$ cat src/rtl/decode_pkg.sv
// Shared types for the LoongArch 2RI12 ALU decode queue: opcodes, ALU encodings
// and the micro-op record that is stored in the queue.
package decode_pkg;

  typedef enum logic [9:0] {
    OP_SLTI  = 10'h008,
    OP_SLTUI = 10'h009,
    OP_ADDIW = 10'h00A,
    OP_ANDI  = 10'h00D,
    OP_ORI   = 10'h00E,
    OP_XORI  = 10'h00F
  } opcode_e;

  typedef enum logic [7:0] {
    ALU_NOP   = 8'h00,
    ALU_SLTI  = 8'h01,
    ALU_SLTUI = 8'h02,
    ALU_ADDIW = 8'h03,
    ALU_ANDI  = 8'h04,
    ALU_ORI   = 8'h05,
    ALU_XORI  = 8'h06
  } aluop_e;

  typedef enum logic [2:0] {
    NOP        = 3'd0,
    ARITHMETIC = 3'd1
  } alusel_e;

  typedef struct packed {
    logic [31:0] pc;
    logic [31:0] inst;
    aluop_e      aluop;
    alusel_e     alusel;
    logic [31:0] imm;
    logic [4:0]  rj;
    logic [4:0]  rd;
    logic        reg_we;
    logic        inst_valid;
  } uop_t;

  function automatic logic [31:0] signExt12(input logic [11:0] field);
    return {{20{field[11]}}, field};
  endfunction

  function automatic logic [31:0] zeroExt12(input logic [11:0] field);
    return {20'd0, field};
  endfunction

endpackage

$ cat src/rtl/decoder_2ri12_lane.sv
// Combinational decode of a single 2RI12-format instruction into a micro-op.
module decoder_2ri12_lane
  import decode_pkg::*;
(
  input  logic [31:0] pc_i,
  input  logic [31:0] inst_i,
  output uop_t        uop_o
);

  logic        known;
  aluop_e      aluop;
  logic [31:0] imm;

  always_comb begin
    known = 1'b1;
    aluop = ALU_NOP;
    imm   = '0;
    case (inst_i[31:22])
      OP_SLTI:  begin aluop = ALU_SLTI;  imm = signExt12(inst_i[21:10]); end
      OP_SLTUI: begin aluop = ALU_SLTUI; imm = signExt12(inst_i[21:10]); end
      OP_ADDIW: begin aluop = ALU_ADDIW; imm = signExt12(inst_i[21:10]); end
      OP_ANDI:  begin aluop = ALU_ANDI;  imm = zeroExt12(inst_i[21:10]); end
      OP_ORI:   begin aluop = ALU_ORI;   imm = zeroExt12(inst_i[21:10]); end
      OP_XORI:  begin aluop = ALU_XORI;  imm = zeroExt12(inst_i[21:10]); end
      default:  known = 1'b0;
    endcase
  end

  // Unknown opcodes still produce a micro-op so dispatch can raise INE in order.
  always_comb begin
    uop_o.pc         = pc_i;
    uop_o.inst       = inst_i;
    uop_o.aluop      = aluop;
    uop_o.alusel     = known ? ARITHMETIC : NOP;
    uop_o.imm        = imm;
    uop_o.rj         = inst_i[9:5];
    uop_o.rd         = inst_i[4:0];
    uop_o.reg_we     = known;
    uop_o.inst_valid = known;
  end

endmodule

$ cat src/rtl/decode_queue_2ri12.sv
// Multi-lane 2RI12 decode stage: parallel lane decode, compaction of valid lanes
// into a circular micro-op queue, and in-order multi-lane issue to dispatch.
module decode_queue_2ri12
  import decode_pkg::*;
#(
  parameter int FETCH_WIDTH = 2,
  parameter int ISSUE_WIDTH = 2,
  parameter int DEPTH       = 8
) (
  input  logic                     clk,
  input  logic                     rst_n,
  input  logic                     flush,
  input  logic [FETCH_WIDTH-1:0]   in_valid,
  input  logic [32*FETCH_WIDTH-1:0] in_pc,
  input  logic [32*FETCH_WIDTH-1:0] in_inst,
  output logic                     in_ready,
  output logic [ISSUE_WIDTH-1:0]   out_valid,
  input  logic                     out_ready,
  output logic [32*ISSUE_WIDTH-1:0] out_pc,
  output logic [32*ISSUE_WIDTH-1:0] out_inst,
  output logic [8*ISSUE_WIDTH-1:0]  out_aluop,
  output logic [3*ISSUE_WIDTH-1:0]  out_alusel,
  output logic [32*ISSUE_WIDTH-1:0] out_imm,
  output logic [5*ISSUE_WIDTH-1:0]  out_rj,
  output logic [5*ISSUE_WIDTH-1:0]  out_rd,
  output logic [ISSUE_WIDTH-1:0]   out_reg_we,
  output logic [ISSUE_WIDTH-1:0]   out_inst_valid
);

  localparam int PW = $clog2(DEPTH);
  localparam int CW = PW + 1;
  localparam logic [CW-1:0] DEPTH_C = CW'(DEPTH);
  localparam logic [CW-1:0] FW_C    = CW'(FETCH_WIDTH);
  localparam logic [CW-1:0] IW_C    = CW'(ISSUE_WIDTH);

  logic [PW-1:0] wr_ptr_q, wr_ptr_d;
  logic [PW-1:0] rd_ptr_q, rd_ptr_d;
  logic [CW-1:0] count_q, count_d;

  uop_t          mem_q   [DEPTH];
  uop_t          laneUop [FETCH_WIDTH];
  logic [CW-1:0] laneOff [FETCH_WIDTH];

  logic          doPush;
  logic [CW-1:0] pushCnt;
  logic [CW-1:0] pushAmt;
  logic [CW-1:0] avail;
  logic [CW-1:0] popAmt;

  for (genvar i = 0; i < FETCH_WIDTH; i++) begin : g_lane
    decoder_2ri12_lane u_dec (
      .pc_i   (in_pc[32*i +: 32]),
      .inst_i (in_inst[32*i +: 32]),
      .uop_o  (laneUop[i])
    );
  end

  // Admission looks only at registered occupancy, never at a same-cycle pop.
  assign in_ready = (DEPTH_C - count_q) >= FW_C;
  assign doPush   = in_ready && !flush;

  // Each valid lane lands at wr_ptr plus the number of valid lanes below it.
  always_comb begin
    pushCnt = '0;
    for (int i = 0; i < FETCH_WIDTH; i++) begin
      laneOff[i] = pushCnt;
      pushCnt    = pushCnt + CW'(in_valid[i]);
    end
    pushAmt = doPush ? pushCnt : '0;
    avail   = (count_q > IW_C) ? IW_C : count_q;
    popAmt  = out_ready ? avail : '0;

    wr_ptr_d = wr_ptr_q + pushAmt[PW-1:0];
    rd_ptr_d = rd_ptr_q + popAmt[PW-1:0];
    count_d  = count_q + pushAmt - popAmt;
    if (flush) begin
      wr_ptr_d = '0;
      rd_ptr_d = '0;
      count_d  = '0;
    end
  end

  always_ff @(posedge clk or negedge rst_n) begin
    if (!rst_n) begin
      wr_ptr_q <= '0;
      rd_ptr_q <= '0;
      count_q  <= '0;
    end else begin
      wr_ptr_q <= wr_ptr_d;
      rd_ptr_q <= rd_ptr_d;
      count_q  <= count_d;
    end
  end

  // Storage carries no reset: entries outside [rd_ptr, rd_ptr+count) are never observed.
  always_ff @(posedge clk) begin
    for (int i = 0; i < FETCH_WIDTH; i++) begin
      if (doPush && in_valid[i]) begin
        mem_q[wr_ptr_q + laneOff[i][PW-1:0]] <= laneUop[i];
      end
    end
  end

  for (genvar k = 0; k < ISSUE_WIDTH; k++) begin : g_issue
    uop_t headUop;
    assign headUop = mem_q[rd_ptr_q + PW'(k)];

    assign out_valid[k]          = count_q > CW'(k);
    assign out_pc[32*k +: 32]    = headUop.pc;
    assign out_inst[32*k +: 32]  = headUop.inst;
    assign out_aluop[8*k +: 8]   = headUop.aluop;
    assign out_alusel[3*k +: 3]  = headUop.alusel;
    assign out_imm[32*k +: 32]   = headUop.imm;
    assign out_rj[5*k +: 5]      = headUop.rj;
    assign out_rd[5*k +: 5]      = headUop.rd;
    assign out_reg_we[k]         = headUop.reg_we;
    assign out_inst_valid[k]     = headUop.inst_valid;
  end

endmodule

$ cat config.mk
export PLATFORM = sky130hd
export DESIGN_NAME = decode_queue_2ri12
export DESIGN_NICKNAME = d
export VERILOG_FILES = /design/src/rtl/decode_pkg.sv /design/src/rtl/decoder_2ri12_lane.sv /design/src/rtl/decode_queue_2ri12.sv
export SDC_FILE = /design/constraint.sdc
export NUM_CORES = 2
export LEC_CHECK = 0
export BUFFER_PORTS_ARGS = -buffer_cell sky130_fd_sc_hd__buf_2
export CORE_ASPECT_RATIO = 1.2
export CORE_UTILIZATION = 40
export DETAILED_ROUTE_END_ITERATION = 16
export PLACE_DENSITY = 0.58
export SYNTH_ARGS = -nofsm -noshare
export SYNTH_HDL_FRONTEND = slang
export SYNTH_SLANG_ARGS = --single-unit
$ cat constraint.sdc
create_clock -name clk -period 13 [get_ports clk]
set_input_delay 0.65 -clock clk [delete_from_list [all_inputs] [get_ports clk]]
set_output_delay 0.65 -clock clk [all_outputs]
set_load 0.005 [all_outputs]
==> out/results.ini <==
[timing]
finalSetupViolations = 0
fmax_mhz = 178.1
post-route-min-period_ns = 5.614
maxSlewViolCount = 0
tightest_slew_ns = 1.145
timing.final.crit_share_pct = 43.18
setup_tns_ns = 0
rsz0062_at_grt = no
finClkSkew_ns = 0.02662
relSlewSlack_pct = 23.66
hold_violations = 0

[worst_setup_path]
cp.arrival_ns = 4.96
crit_path_start_kind = register
cp_data_required_time_ns = 12.35
cp_max_fo = 53
crit_path_end_kind = output port
crit_type = reg2out

[floorplanning]
rows = 124
die_w_microns = 286.2
ios = 375
die_h_microns = 343.0
die-area_sq_mm = 0.09817
start_util_pct = 40.56
core_sq_mm = 0.09557

[worst_hold_path]
holdCritPathClass = in2reg

[clocking]
cts_resized = 0
cts_tree = done
cts.path.max_buffers = 3
htree_levels = 3
cts.sink_count = 658
clock_latency_ns = 0.62
clockRootBuffer = clkbuf_16
cts_made_buffers = 73
path_clk_slew_ns = 0.07

[grt]
grt_max_degree = 131
antenna_found_initial = 17
grt_usage_pct = 23.03
grt_pass1_vias = 24097
grt_pass1_wl_microns = 164600
overflow = 0

[cells_and_area]
final_area_sq_mm = 0.04325
final-seq-area_sq_mm = 0.01972
multi_input_area_sq_mm = 0.01740
nets = 2594
layout-drive-gt1-share_pct = 60.27
final_cells = 3755
fillers = 8354
syn2layout_area_growth_pct = 11.55

[pwr]
p_leak_nw = 15.07
p_per_area_mw_per_mm2 = 181.3
peakVddDrop_mv = 0.1789

[route]
routedWlPerCell_microns = 30.38
drtIter0Drc = 1598
vias = 22475
first_pass_iters = 5
routed_via_density = 5.985
wl_microns = 114100
route.detailed.drc = 0
ant_nets = 0

[yosys]
syn_avg_cell_area_sq_um = 17.60
yosysWarnings = 0
ys_seq_area_share_pct = 50.84
netlist_area_sq_mm = 0.03877
synth_cells = 2203
synth.distinct_cells = 41
ys_seq_elements = 658
synth.area.mux_share_pct = 41.88
synthSimpleGateAreaFrac_pct = 0.9327
synthAdderAreaFrac_pct = 0.7036
synth_xor_area_share_pct = 0.2259
synth_top_family_by_area = multiplexers
synth_compound_area_share_pct = 0.7003

[placed_design]
place_inst = 3624
numPortBuffers = 360
hpwl_microns = 63410
placed_area_sq_mm = 0.04096
gp_congestion = 0.7578

[status]
status = finished clean

[job]
cap_violations = 0

==> worst max-delay path: stages, from the launching register on <==
cell	delay (ns)
dfrtp_4	1.03
buf_4	0.61
buf_4	0.75
buf_4	0.77
mux4_2	0.60
mux2_2	0.32
buf_2	0.14
==> metal layers <==
| metal | wire, microns | track usage (%) | vias to the layer above |
|---|---|---|---|
| met3 | 6795 | 4.282 | 167 |
| met4 | 2464 | 5.838 | 20 |
| met1 | 46740 | 29.64 | 12103 |
| met5 | 131 | 0 | - |
| met2 | 57940 | 39.88 | 705 |
| li1 | - | - | 9480 |
==> logic make-up after synthesis <==
| group | after synthesis |
|---|---|
| AOI/OAI and AO/OA | 38 |
| adders and majority gates | 20 |
| xor gates and xnor gates | 10 |
| DFF | 658 |
| buffers and inverters | 267 |
| other | 2 |
| muxes | 1134 |
| and+or+nand+nor | 74 |
==> area by class of cell <==
type                            count  share of cell area [%]
Clock inverter                     34                  0.6973
Multi-Input combinational cell   1291                   40.23
Clock buffer                       93                   4.545
Inverter                           13                  0.1128
Antenna cell                        3                 0.01736
Sequential cell                   658                   45.60
Tap cell                         1260                   3.645
Timing Repair Buffer              403                   5.150
==> Yosys cell counts <==
cell type  number  area [sq um]
o2111a_1        1         11.26
o211ai_2        1         12.51
nand4b_1        2         17.52
ha_1           17         212.7
mux4_2        324          7297
o211a_1         2         20.02
buf_6          56         630.6
dfrtp_1        10         250.2
mux2_1          1         11.26
nand4_1         2         12.51
nor3b_1         2         15.01
xnor2_1         4         35.03
nor3_1          3         15.01
nor2_1         13         48.80
mux2_2        665          7488
o211ai_1       10         75.07
nand2_1        37         138.9
nor4b_1         2         17.52
o21bai_1        1         7.510
o21a_1          2         15.01
inv_1          11         41.29
clkbuf_1       36         135.1
edfxtp_1      648         19460
fa_1            3         60.06
xor2_1          6         52.55
nor4_4          1         21.27
o21ai_0         4         20.02
mux2i_1       144          1441
a21oi_1         7         35.03
buf_1          28         105.1
or2_2           2         12.51
conb_1          2         7.510
o41ai_1         4         35.03
a21o_1          2         15.01
buf_4          92         690.7
o31ai_1         2         15.01
clkinv_1        2         7.510
o21ai_1         2         10.01
buf_2          42         210.2
nor2b_1         6         37.54
and2_1          4         25.02
==> power by group <==
group	switching [mW]	internal (mW)	leakage [nW]	total, mW
clock	0.865	1.17	1.10	2.03
combinational	1.53	1.53	8.03	3.06
sequential	0.145	2.60	5.94	2.74
total	2.54	5.30	15.1	7.84
==> through the flow <==
step                hold slack (ns)  setup slack (ns)  power (mW)  util (%)
floorplan                    0.3544             2.450       4.902         -
detailed placement           0.5395             7.975       5.906     42.86
global route                 0.3663             7.027       8.196     45.25
finish                       0.3800             7.386       7.839     45.25
CTS                          0.3432             7.289       7.957     45.24
global placement             0.5340             8.035       5.885     42.86
==> cells in the final DEF (no fill, tap or decap), types with 10 or more instances in the layout <==
master and count:
mux2_2 665, edfxtp_1 648, buf_2 360, mux4_2 324
mux2i_1 144, clkbuf_16 76, nand2_1 37, buf_4 34
clkinv_1 18, clkbuf_1 17, ha_1 16, conb_1 15
nor2_1 13, inv_1 11, o211ai_1 10
==> flip-flops by register name, summed over array words and instances (netlist names) <==
register  count
count_q       4
mem_q       648
rd_ptr_q      3
wr_ptr_q      3
==> path summary, 6_finish.rpt <==
path	from	end	slack (ns)	depth (start not counted)
min in group asynchronous	rst_n	wr_ptr_q[0]$_DFF_PN0_	0.42	2
min	flush	wr_ptr_q[2]$_DFF_PN0_	0.38	2
max in group asynchronous	rst_n	rd_ptr_q[1]$_DFF_PN0_	12.33	2
max	rd_ptr_q[0]$_DFF_PN0_	out_imm[43]	7.39	6
min reg2reg	wr_ptr_q[1]$_DFF_PN0_	wr_ptr_q[1]$_DFF_PN0_	0.79	3
max reg2reg	count_q[1]$_DFF_PN0_	mem_q[5][101]$_DFFE_PP_	8.80	9
==> timing repair <==
item	CTS	global route
setup buffers	0	0
hold endpoints to repair	10	0
hold buffers	1	0
Power figures use the tool's default switching activity.
